--- config.mk ---
export PLATFORM = sky130hd
export DESIGN_NAME = ts_demuxer_flat
export DESIGN_NICKNAME = d
export VERILOG_FILES = /design/src/rtl/ts_pkg.sv /design/src/rtl/ts_demuxer_if.sv /design/src/rtl/ts_frame_tracker.sv /design/src/rtl/ts_demuxer.sv /design/src/flat_wrapper.sv
export SDC_FILE = /design/constraint.sdc
export NUM_CORES = 1
export LEC_CHECK = 0
export CORE_ASPECT_RATIO = 1.75
export CORE_UTILIZATION = 40
export CTS_CLUSTER_DIAMETER = 120
export DETAILED_ROUTE_END_ITERATION = 6
export HOLD_SLACK_MARGIN = 0.03
export PLACE_DENSITY = 0.63
export SLEW_MARGIN = 0
export SYNTH_ARGS = -nofsm -noshare
export SYNTH_HDL_FRONTEND = slang
export SYNTH_SLANG_ARGS = --single-unit
--- constraint.sdc ---
create_clock -name clk -period 4.4 [get_ports clk]
set_clock_uncertainty 0.15 [all_clocks]
set_input_delay 0.44 -clock clk [delete_from_list [all_inputs] [get_ports clk]]
set_output_delay 0.44 -clock clk [all_outputs]
set_load 0.005 [all_outputs]
--- src/rtl/ts_pkg.sv ---
`default_nettype none
// +----------------------------------------------------------------------+
// | Module      : ts_pkg                                                 |
// | Description : Shared constants, state encoding and helpers for the  |
// |               pseudo-TS demultiplexer.                               |
// | Revision    : 1.0 - initial release                                  |
// +----------------------------------------------------------------------+
package ts_pkg;

   localparam logic [7:0] TS_SYNC_BYTE = 8'h47;
   localparam int         TS_PKT_LEN   = 188;
   localparam logic [7:0] TS_TAG_MASK  = 8'hFC;
   // Upper six bits every tagged sync byte must carry (0x44..0x47)
   localparam logic [7:0] TS_SYNC_TAG  = TS_SYNC_BYTE & TS_TAG_MASK;

   typedef enum logic [1:0] {
      HUNT  = 2'd0,
      CHECK = 2'd1,
      RUN   = 2'd2
   } ts_demux_state_t;

   // Channel index to one-hot per-channel strobe
   function automatic logic [3:0] ch_onehot(input logic [1:0] ch);
      return 4'b0001 << ch;
   endfunction

endpackage
`default_nettype wire

--- src/rtl/ts_demuxer_if.sv ---
`default_nettype none
// +----------------------------------------------------------------------+
// | Module      : ts_demuxer_if                                          |
// | Description : Byte-stream bus of the pseudo-TS demultiplexer. The   |
// |               master modport drives the muxed stream and observes   |
// |               the per-channel outputs; the slave modport is the     |
// |               demultiplexer itself.                                  |
// |               Optional macro TS_DEMUX_DROP_CNT_EN adds o_drop_cnt.   |
// | Revision    : 1.0 - initial release                                  |
// +----------------------------------------------------------------------+
interface ts_demuxer_if;

   logic [7:0]  i_data;
   logic        i_d_valid;
   logic        i_p_sync;
   logic [7:0]  o_data;
   logic [3:0]  o_d_valid;
   logic [3:0]  o_p_sync;
   logic [1:0]  o_cur_ch;
   logic        o_locked;
   logic        o_pkt_err;
`ifdef TS_DEMUX_DROP_CNT_EN
   logic [63:0] o_drop_cnt;
`endif

   modport master (
      output i_data, i_d_valid, i_p_sync,
`ifdef TS_DEMUX_DROP_CNT_EN
      input  o_drop_cnt,
`endif
      input  o_data, o_d_valid, o_p_sync, o_cur_ch, o_locked, o_pkt_err
   );

   modport slave (
      input  i_data, i_d_valid, i_p_sync,
`ifdef TS_DEMUX_DROP_CNT_EN
      output o_drop_cnt,
`endif
      output o_data, o_d_valid, o_p_sync, o_cur_ch, o_locked, o_pkt_err
   );

endinterface
`default_nettype wire

--- src/rtl/ts_frame_tracker.sv ---
`default_nettype none
// +----------------------------------------------------------------------+
// | Module      : ts_frame_tracker                                       |
// | Description : Locks to fixed-length packet framing of the tagged    |
// |               pseudo-TS stream. Holds byte counter, HUNT/CHECK/RUN  |
// |               state machine, good-packet counter and the latched    |
// |               channel; flags framing errors and which bytes are     |
// |               eligible for forwarding. LOCK_COUNT must be >= 2.     |
// | Revision    : 1.0 - initial release                                  |
// +----------------------------------------------------------------------+
module ts_frame_tracker
   import ts_pkg::*;
#(
   parameter int PKT_LEN    = TS_PKT_LEN,
   parameter int LOCK_COUNT = 3
)(
   input  wire logic        clk,
   input  wire logic        rst,
   input  wire logic [7:0]  i_data,
   input  wire logic        i_valid,
   input  wire logic        i_sync,
   output ts_demux_state_t  o_state,     // registered state
   output logic             o_cnt_zero,  // current byte sits at packet offset 0
   output logic [1:0]       o_ch,        // channel latched from last sync
   output logic             o_err,       // framing error on the current byte
   output logic             o_fwd_en,    // current byte is to be forwarded
   output logic [1:0]       o_fwd_ch     // channel the forwarded byte belongs to
);

   localparam int CNT_W  = $clog2(PKT_LEN);
   localparam int GOOD_W = $clog2(LOCK_COUNT + 1);
   localparam logic [CNT_W-1:0]  c_cnt_last  = CNT_W'(PKT_LEN - 1);
   localparam logic [GOOD_W-1:0] c_good_last = GOOD_W'(LOCK_COUNT - 1);

   ts_demux_state_t     r_state;
   ts_demux_state_t     w_nxt_state;
   logic [CNT_W-1:0]    r_cnt;
   logic [CNT_W-1:0]    w_nxt_cnt;
   logic [GOOD_W-1:0]   r_good;
   logic [GOOD_W-1:0]   w_nxt_good;
   logic [1:0]          r_ch;
   logic [1:0]          w_nxt_ch;
   logic                w_cand;
   logic                w_err;

   // A valid start byte carrying one of the four channel tags
   assign w_cand = i_valid && i_sync && ((i_data & TS_TAG_MASK) == TS_SYNC_TAG);

   // State register and framing counters
   always_ff @(posedge clk) begin
      if (rst) begin
         r_state <= HUNT;
         r_cnt   <= '0;
         r_good  <= '0;
         r_ch    <= '0;
      end else begin
         r_state <= w_nxt_state;
         r_cnt   <= w_nxt_cnt;
         r_good  <= w_nxt_good;
         r_ch    <= w_nxt_ch;
      end
   end

   // Next-state and framing-error decode; only valid bytes move anything
   always_comb begin
      w_nxt_state = r_state;
      w_nxt_cnt   = r_cnt;
      w_nxt_good  = r_good;
      w_nxt_ch    = r_ch;
      w_err       = 1'b0;
      if (i_valid) begin
         case (r_state)
            HUNT: begin
               // Anything other than a tagged start is silently skipped
               if (w_cand) begin
                  w_nxt_state = CHECK;
                  w_nxt_good  = GOOD_W'(1);
                  w_nxt_cnt   = CNT_W'(1);
                  w_nxt_ch    = i_data[1:0];
               end
            end
            default: begin
               if (r_cnt == '0) begin
                  if (w_cand) begin
                     // Correctly spaced packet start
                     w_nxt_cnt = CNT_W'(1);
                     w_nxt_ch  = i_data[1:0];
                     if (r_state == CHECK) begin
                        w_nxt_good = r_good + GOOD_W'(1);
                        if (r_good == c_good_last) begin
                           w_nxt_state = RUN;
                        end
                     end
                  end else begin
                     // Long packet, missing sync or bad tag
                     w_err       = 1'b1;
                     w_nxt_state = HUNT;
                     w_nxt_good  = '0;
                     w_nxt_cnt   = '0;
                  end
               end else if (i_sync) begin
                  // Short packet: restart qualification on a usable sync
                  w_err = 1'b1;
                  if (w_cand) begin
                     w_nxt_state = CHECK;
                     w_nxt_good  = GOOD_W'(1);
                     w_nxt_cnt   = CNT_W'(1);
                     w_nxt_ch    = i_data[1:0];
                  end else begin
                     w_nxt_state = HUNT;
                     w_nxt_good  = '0;
                     w_nxt_cnt   = '0;
                  end
               end else begin
                  w_nxt_cnt = (r_cnt == c_cnt_last) ? '0 : r_cnt + CNT_W'(1);
               end
            end
         endcase
      end
   end

   assign o_state    = r_state;
   assign o_cnt_zero = (r_cnt == '0);
   assign o_ch       = r_ch;
   assign o_err      = w_err;
   // The packet that completes qualification is the first one forwarded
   assign o_fwd_en   = i_valid && !w_err && (w_nxt_state == RUN);
   assign o_fwd_ch   = w_nxt_ch;

endmodule
`default_nettype wire

--- src/rtl/ts_demuxer.sv ---
`default_nettype none
// +----------------------------------------------------------------------+
// | Module      : ts_demuxer                                             |
// | Description : Splits the four-channel pseudo-TS stream back into    |
// |               per-channel byte streams, restoring sync to 0x47.     |
// |               All outputs are registered (one cycle latency).       |
// |               Optional macro TS_DEMUX_DROP_CNT_EN adds saturating   |
// |               per-channel truncated-packet counters (o_drop_cnt).   |
// | Revision    : 1.0 - initial release                                  |
// +----------------------------------------------------------------------+
module ts_demuxer
   import ts_pkg::*;
#(
   parameter int PKT_LEN    = TS_PKT_LEN,
   parameter int LOCK_COUNT = 3
)(
   input  wire logic   clk,
   input  wire logic   rst,
   ts_demuxer_if.slave bus
);

   ts_demux_state_t w_state;
   logic            w_cnt_zero;
   logic [1:0]      w_ch;
   logic            w_err;
   logic            w_fwd_en;
   logic [1:0]      w_fwd_ch;

   logic [7:0]      r_data;
   logic [3:0]      r_d_valid;
   logic [3:0]      r_p_sync;
   logic            r_pkt_err;

   ts_frame_tracker #(
      .PKT_LEN    (PKT_LEN),
      .LOCK_COUNT (LOCK_COUNT)
   ) u_tracker (
      .clk        (clk),
      .rst        (rst),
      .i_data     (bus.i_data),
      .i_valid    (bus.i_d_valid),
      .i_sync     (bus.i_p_sync),
      .o_state    (w_state),
      .o_cnt_zero (w_cnt_zero),
      .o_ch       (w_ch),
      .o_err      (w_err),
      .o_fwd_en   (w_fwd_en),
      .o_fwd_ch   (w_fwd_ch)
   );

   // Output stage: steer forwarded bytes, restore sync, hold data when idle
   always_ff @(posedge clk) begin
      if (rst) begin
         r_data    <= '0;
         r_d_valid <= '0;
         r_p_sync  <= '0;
         r_pkt_err <= 1'b0;
      end else begin
         r_pkt_err <= w_err;
         r_d_valid <= '0;
         r_p_sync  <= '0;
         if (w_fwd_en) begin
            // A forwarded byte at offset 0 is always an accepted sync
            r_data    <= w_cnt_zero ? TS_SYNC_BYTE : bus.i_data;
            r_d_valid <= ch_onehot(w_fwd_ch);
            r_p_sync  <= w_cnt_zero ? ch_onehot(w_fwd_ch) : 4'b0000;
         end
      end
   end

   assign bus.o_data    = r_data;
   assign bus.o_d_valid = r_d_valid;
   assign bus.o_p_sync  = r_p_sync;
   assign bus.o_pkt_err = r_pkt_err;
   // State register updates on the same edge as the output stage
   assign bus.o_locked  = (w_state == RUN);
   assign bus.o_cur_ch  = w_ch;

`ifdef TS_DEMUX_DROP_CNT_EN
   logic [3:0][15:0] r_drop;
   logic             w_trunc;

   // Truncation: framing error mid-packet while forwarding
   assign w_trunc = w_err && (w_state == RUN) && !w_cnt_zero;

   // Saturating per-channel truncated-packet counters
   always_ff @(posedge clk) begin
      if (rst) begin
         r_drop <= '0;
      end else if (w_trunc && (r_drop[w_ch] != 16'hFFFF)) begin
         r_drop[w_ch] <= r_drop[w_ch] + 16'd1;
      end
   end

   assign bus.o_drop_cnt = r_drop;
`endif

endmodule
`default_nettype wire

--- src/flat_wrapper.sv ---
// flat-port wrapper written by rule: the top's interface ports become plain ports
module ts_demuxer_flat import ts_pkg::*;
#(
   parameter int PKT_LEN    = TS_PKT_LEN,
   parameter int LOCK_COUNT = 3
)
  (clk, rst, bus_i_data, bus_i_d_valid, bus_i_p_sync, bus_o_data, bus_o_d_valid, bus_o_p_sync, bus_o_cur_ch, bus_o_locked, bus_o_pkt_err);
  ts_demuxer_if bus_i ();
  input  wire logic clk;
  input  wire logic rst;
  input wire logic [$bits(bus_i.i_data)-1:0] bus_i_data;
  input wire logic [$bits(bus_i.i_d_valid)-1:0] bus_i_d_valid;
  input wire logic [$bits(bus_i.i_p_sync)-1:0] bus_i_p_sync;
  output wire logic [$bits(bus_i.o_data)-1:0] bus_o_data;
  output wire logic [$bits(bus_i.o_d_valid)-1:0] bus_o_d_valid;
  output wire logic [$bits(bus_i.o_p_sync)-1:0] bus_o_p_sync;
  output wire logic [$bits(bus_i.o_cur_ch)-1:0] bus_o_cur_ch;
  output wire logic [$bits(bus_i.o_locked)-1:0] bus_o_locked;
  output wire logic [$bits(bus_i.o_pkt_err)-1:0] bus_o_pkt_err;
  assign bus_i.i_data = bus_i_data;
  assign bus_i.i_d_valid = bus_i_d_valid;
  assign bus_i.i_p_sync = bus_i_p_sync;
  assign bus_o_data = bus_i.o_data;
  assign bus_o_d_valid = bus_i.o_d_valid;
  assign bus_o_p_sync = bus_i.o_p_sync;
  assign bus_o_cur_ch = bus_i.o_cur_ch;
  assign bus_o_locked = bus_i.o_locked;
  assign bus_o_pkt_err = bus_i.o_pkt_err;
  ts_demuxer #(.PKT_LEN(PKT_LEN), .LOCK_COUNT(LOCK_COUNT)) u_core (.clk(clk), .rst(rst), .bus(bus_i));
endmodule
==> metrics.md <==
| Metric | Value |
|---|---|
| Worst-path maximum fanout | 16 |
| Clk_lat worst skew | 280 ps |
| CTS tree | built |
| Vias/cell | 5.433 |
| Die ar. | 0.004025 sq mm |
| Leak Pwr | 0.7109 nW |
| Avg Synthesized Cell Area | 9.534 sq um |
| Row count | 29 |
| Most frequent cells in the layout | 31 x clkdlybuf4s50_1, 31 x dfxtp_1, 14 x nor2_1 |
| Total number of vias | 1293 |
| Type of the worst min-delay path | register to register |
| Startpoint class of the critical path | input pin |
| CTS Buf Count | 5 |
| Gpl congestion | 0.7858 |
| FF+latch count, synth | 31 |
| Peak VDD IR | 0.2733 mV |
| Avg WL per Cell | 14.25 um |
| Clock transition at path regs | 60 ps |
| Share of cells above drive strength 1 | 10.42% |
| Setup bufs post-CTS | 0 |
| Initial antenna violation count | 0 |
| Achievable frequency | 349.3 MHz |
| Endpoints failing hold | 0 |
| Fin Hold WS | 327.0 ps |
| Initial DRC Count | 36 |
| Dpl cells | 230 |
| Setup Viol. Count Final | 0 |
| Overflow after GRT | 0 |
| Fin cells | 238 |
| Sequential cell area | 620.6 sq um |
| Post-Syn Nets | 173 |
| Die width | 48.39 um |
| Netlist Area Pre-Place | 0.001506 sq mm |
| Clk sinks | 31 |
| Fill cells | 332 |
| Dpl hpwl | 2551 um |
| CP Class | input pin to register |
| Slew HR | 27.78% |
| Final WL | 3391 um |
| First-pass GRT wire length | 5685 um |
| Core area | 0.003628 sq mm |
| CP required | 4450 ps |
| Worst Max-Slew Pin Slew | 1080 ps |
| Crit end category | register |
| Max-slew violation count | 0 |
| Routed Antenna Nets | 0 |
| Root buffer cell | clkbuf_8 |
| Netlist cell types | 41 |
| Pin count of the biggest net entering global routing | 35 |
| Max_cap viols | 0 |
| Initial Util | 41.52% |
| Hold_buf cts | 0 |
| Die height | 83.19 um |
| CTS Buffer Depth | 2 |
| R2R Setup Slk | 1750 ps |
| Clock period minus worst slack | 2863 ps |
| Vias in the first global route | 1261 |
| Multi-input logic area | 833.3 sq um |
| CP arrival | 2910 ps |
| Mapped Cells | 158 |
| # IOs | 32 |
| Number of port buffers | 31 |
| Register area share after synthesis | 41.20% |
| CTS H-tree depth | 2 |
| Antenna cells | 0 |
| DRC viols | 0 |
| Status | finished, final reports clean |
| PostCTS Resize Cnt | 0 |
| # nets final | 206 |
| Area Overhead vs Synth | 29.98% |
| Unrepaired setup endpoints after global routing | false |
| Setup_tns | 0 ps |
| Gr usage total | 18.28% |
| Final period util | 65.07% |
| Pwr Density | 302.3 mW/mm^2 |
| Drt pass-1 iters | 4 |
| YS warnings | 0 |
==> synth_stat cells, drive strengths merged <==
library cell   n  area (sq um)
nor4           5         46.29
or2            1         6.260
nand3          5         25.02
nor4b          2         23.77
a21oi          9         45.04
and4           1         8.760
o2111ai        1         26.28
dfxtp         31         620.6
nand3b         5         37.54
nand4b         2         17.52
mux2i         10         100.1
a31o           1         8.760
o211ai         1         7.510
a21o           1         7.510
nor2b          3         18.77
o31ai          1         7.510
o21a           1         7.510
nand2          4         15.01
and2           1         6.260
o21ai          7         38.79
nor2          15         58.81
buf            3         26.27
nand4          4         25.02
xor2           5         43.79
clkbuf         2         7.510
or4b           2         23.77
ha             3         37.54
nor3           6         45.04
or3            4         25.02
nand2b        10         62.56
inv            5         18.77
a211oi         3         27.52
o21bai         4         30.03
==> area by class of cell <==
cell class	count	share of cell area, %
inverter	5	0.9585
multi-input combinational	117	42.56
timing repair buffer	31	15.85
sequential	31	31.69
tap	46	2.939
clock inverter	2	1.789
clock buffer	6	4.217
==> stage by stage <==
step           setup slack, ps  area, sq um  utilization, %  power, mW
2_1_floorplan             2046         1506               -     0.2973
3_3_place_gp              1247         1841           50.72     0.3115
3_5_place_dp              1244         1841           50.72     0.3119
4_1_cts                   1522         1958           53.97     0.5990
5_1_grt                   1385         1958           53.97     0.6132
6_report                  1537         1958           53.97     0.5920
==> per-layer routing <==
metal | wire, um | GRT usage (%) | vias to the layer above
li1 | - | - | 634
met1 | 1260 | 18.53 | 611
met2 | 1910 | 33.29 | 36
met3 | 104 | 3.480 | 12
met4 | 115 | 11.50 | 0
met5 | 0 | 0 | -
==> worst max-delay path, stage by stage <==
cell and delay [ps]:
clkdlybuf4s50_1 420, or4b_1 650, nor2_2 380, a211oi_2 180
o2111ai_4 580, mux2i_1 260
==> report_power, final <==
part / total (mW) / switching, mW / internal [mW]
registers: 0.281 / 0.000165 / 0.281
clock network: 0.286 / 0.103 / 0.183
logic: 0.0246 / 0.0115 / 0.0131
==> kinds of logic (layout without fill, tap and decap cells) <==
group	count (synthesis)	in the layout	synth area share, %
muxes	10	10	6.645
AOI/OAI and AO/OA	29	29	13.71
DFF	31	31	41.20
xor gates and xnor gates	5	5	2.907
buffers and inverters	10	44	3.488
and+or+nand+nor	70	70	29.57
adders and majority gates	3	3	2.492
==> sequential cells by signal (all words and copies together), names as in the netlist <==
name                      flops
u_core.bus.o_data             8
u_core.u_tracker.r_good       2
u_core.u_tracker.o_state      2
u_core.bus.o_p_sync           4
u_core.u_tracker.o_ch         2
u_core.bus.o_pkt_err          1
u_core.bus.o_d_valid          4
u_core.u_tracker.r_cnt        8
==> final timing paths <==
check | start | endpoint | cells after the start
min | u_core.bus.o_data[1] | u_core.bus.o_data[1] | 2
max reg2reg | u_core.u_tracker.r_cnt[0] | u_core.bus.o_p_sync[0] | 7
min reg2reg | u_core.bus.o_data[1] | u_core.bus.o_data[1] | 2
max | bus_i_data[3] | u_core.bus.o_data[6] | 6
(Power assumes the default switching activity.)
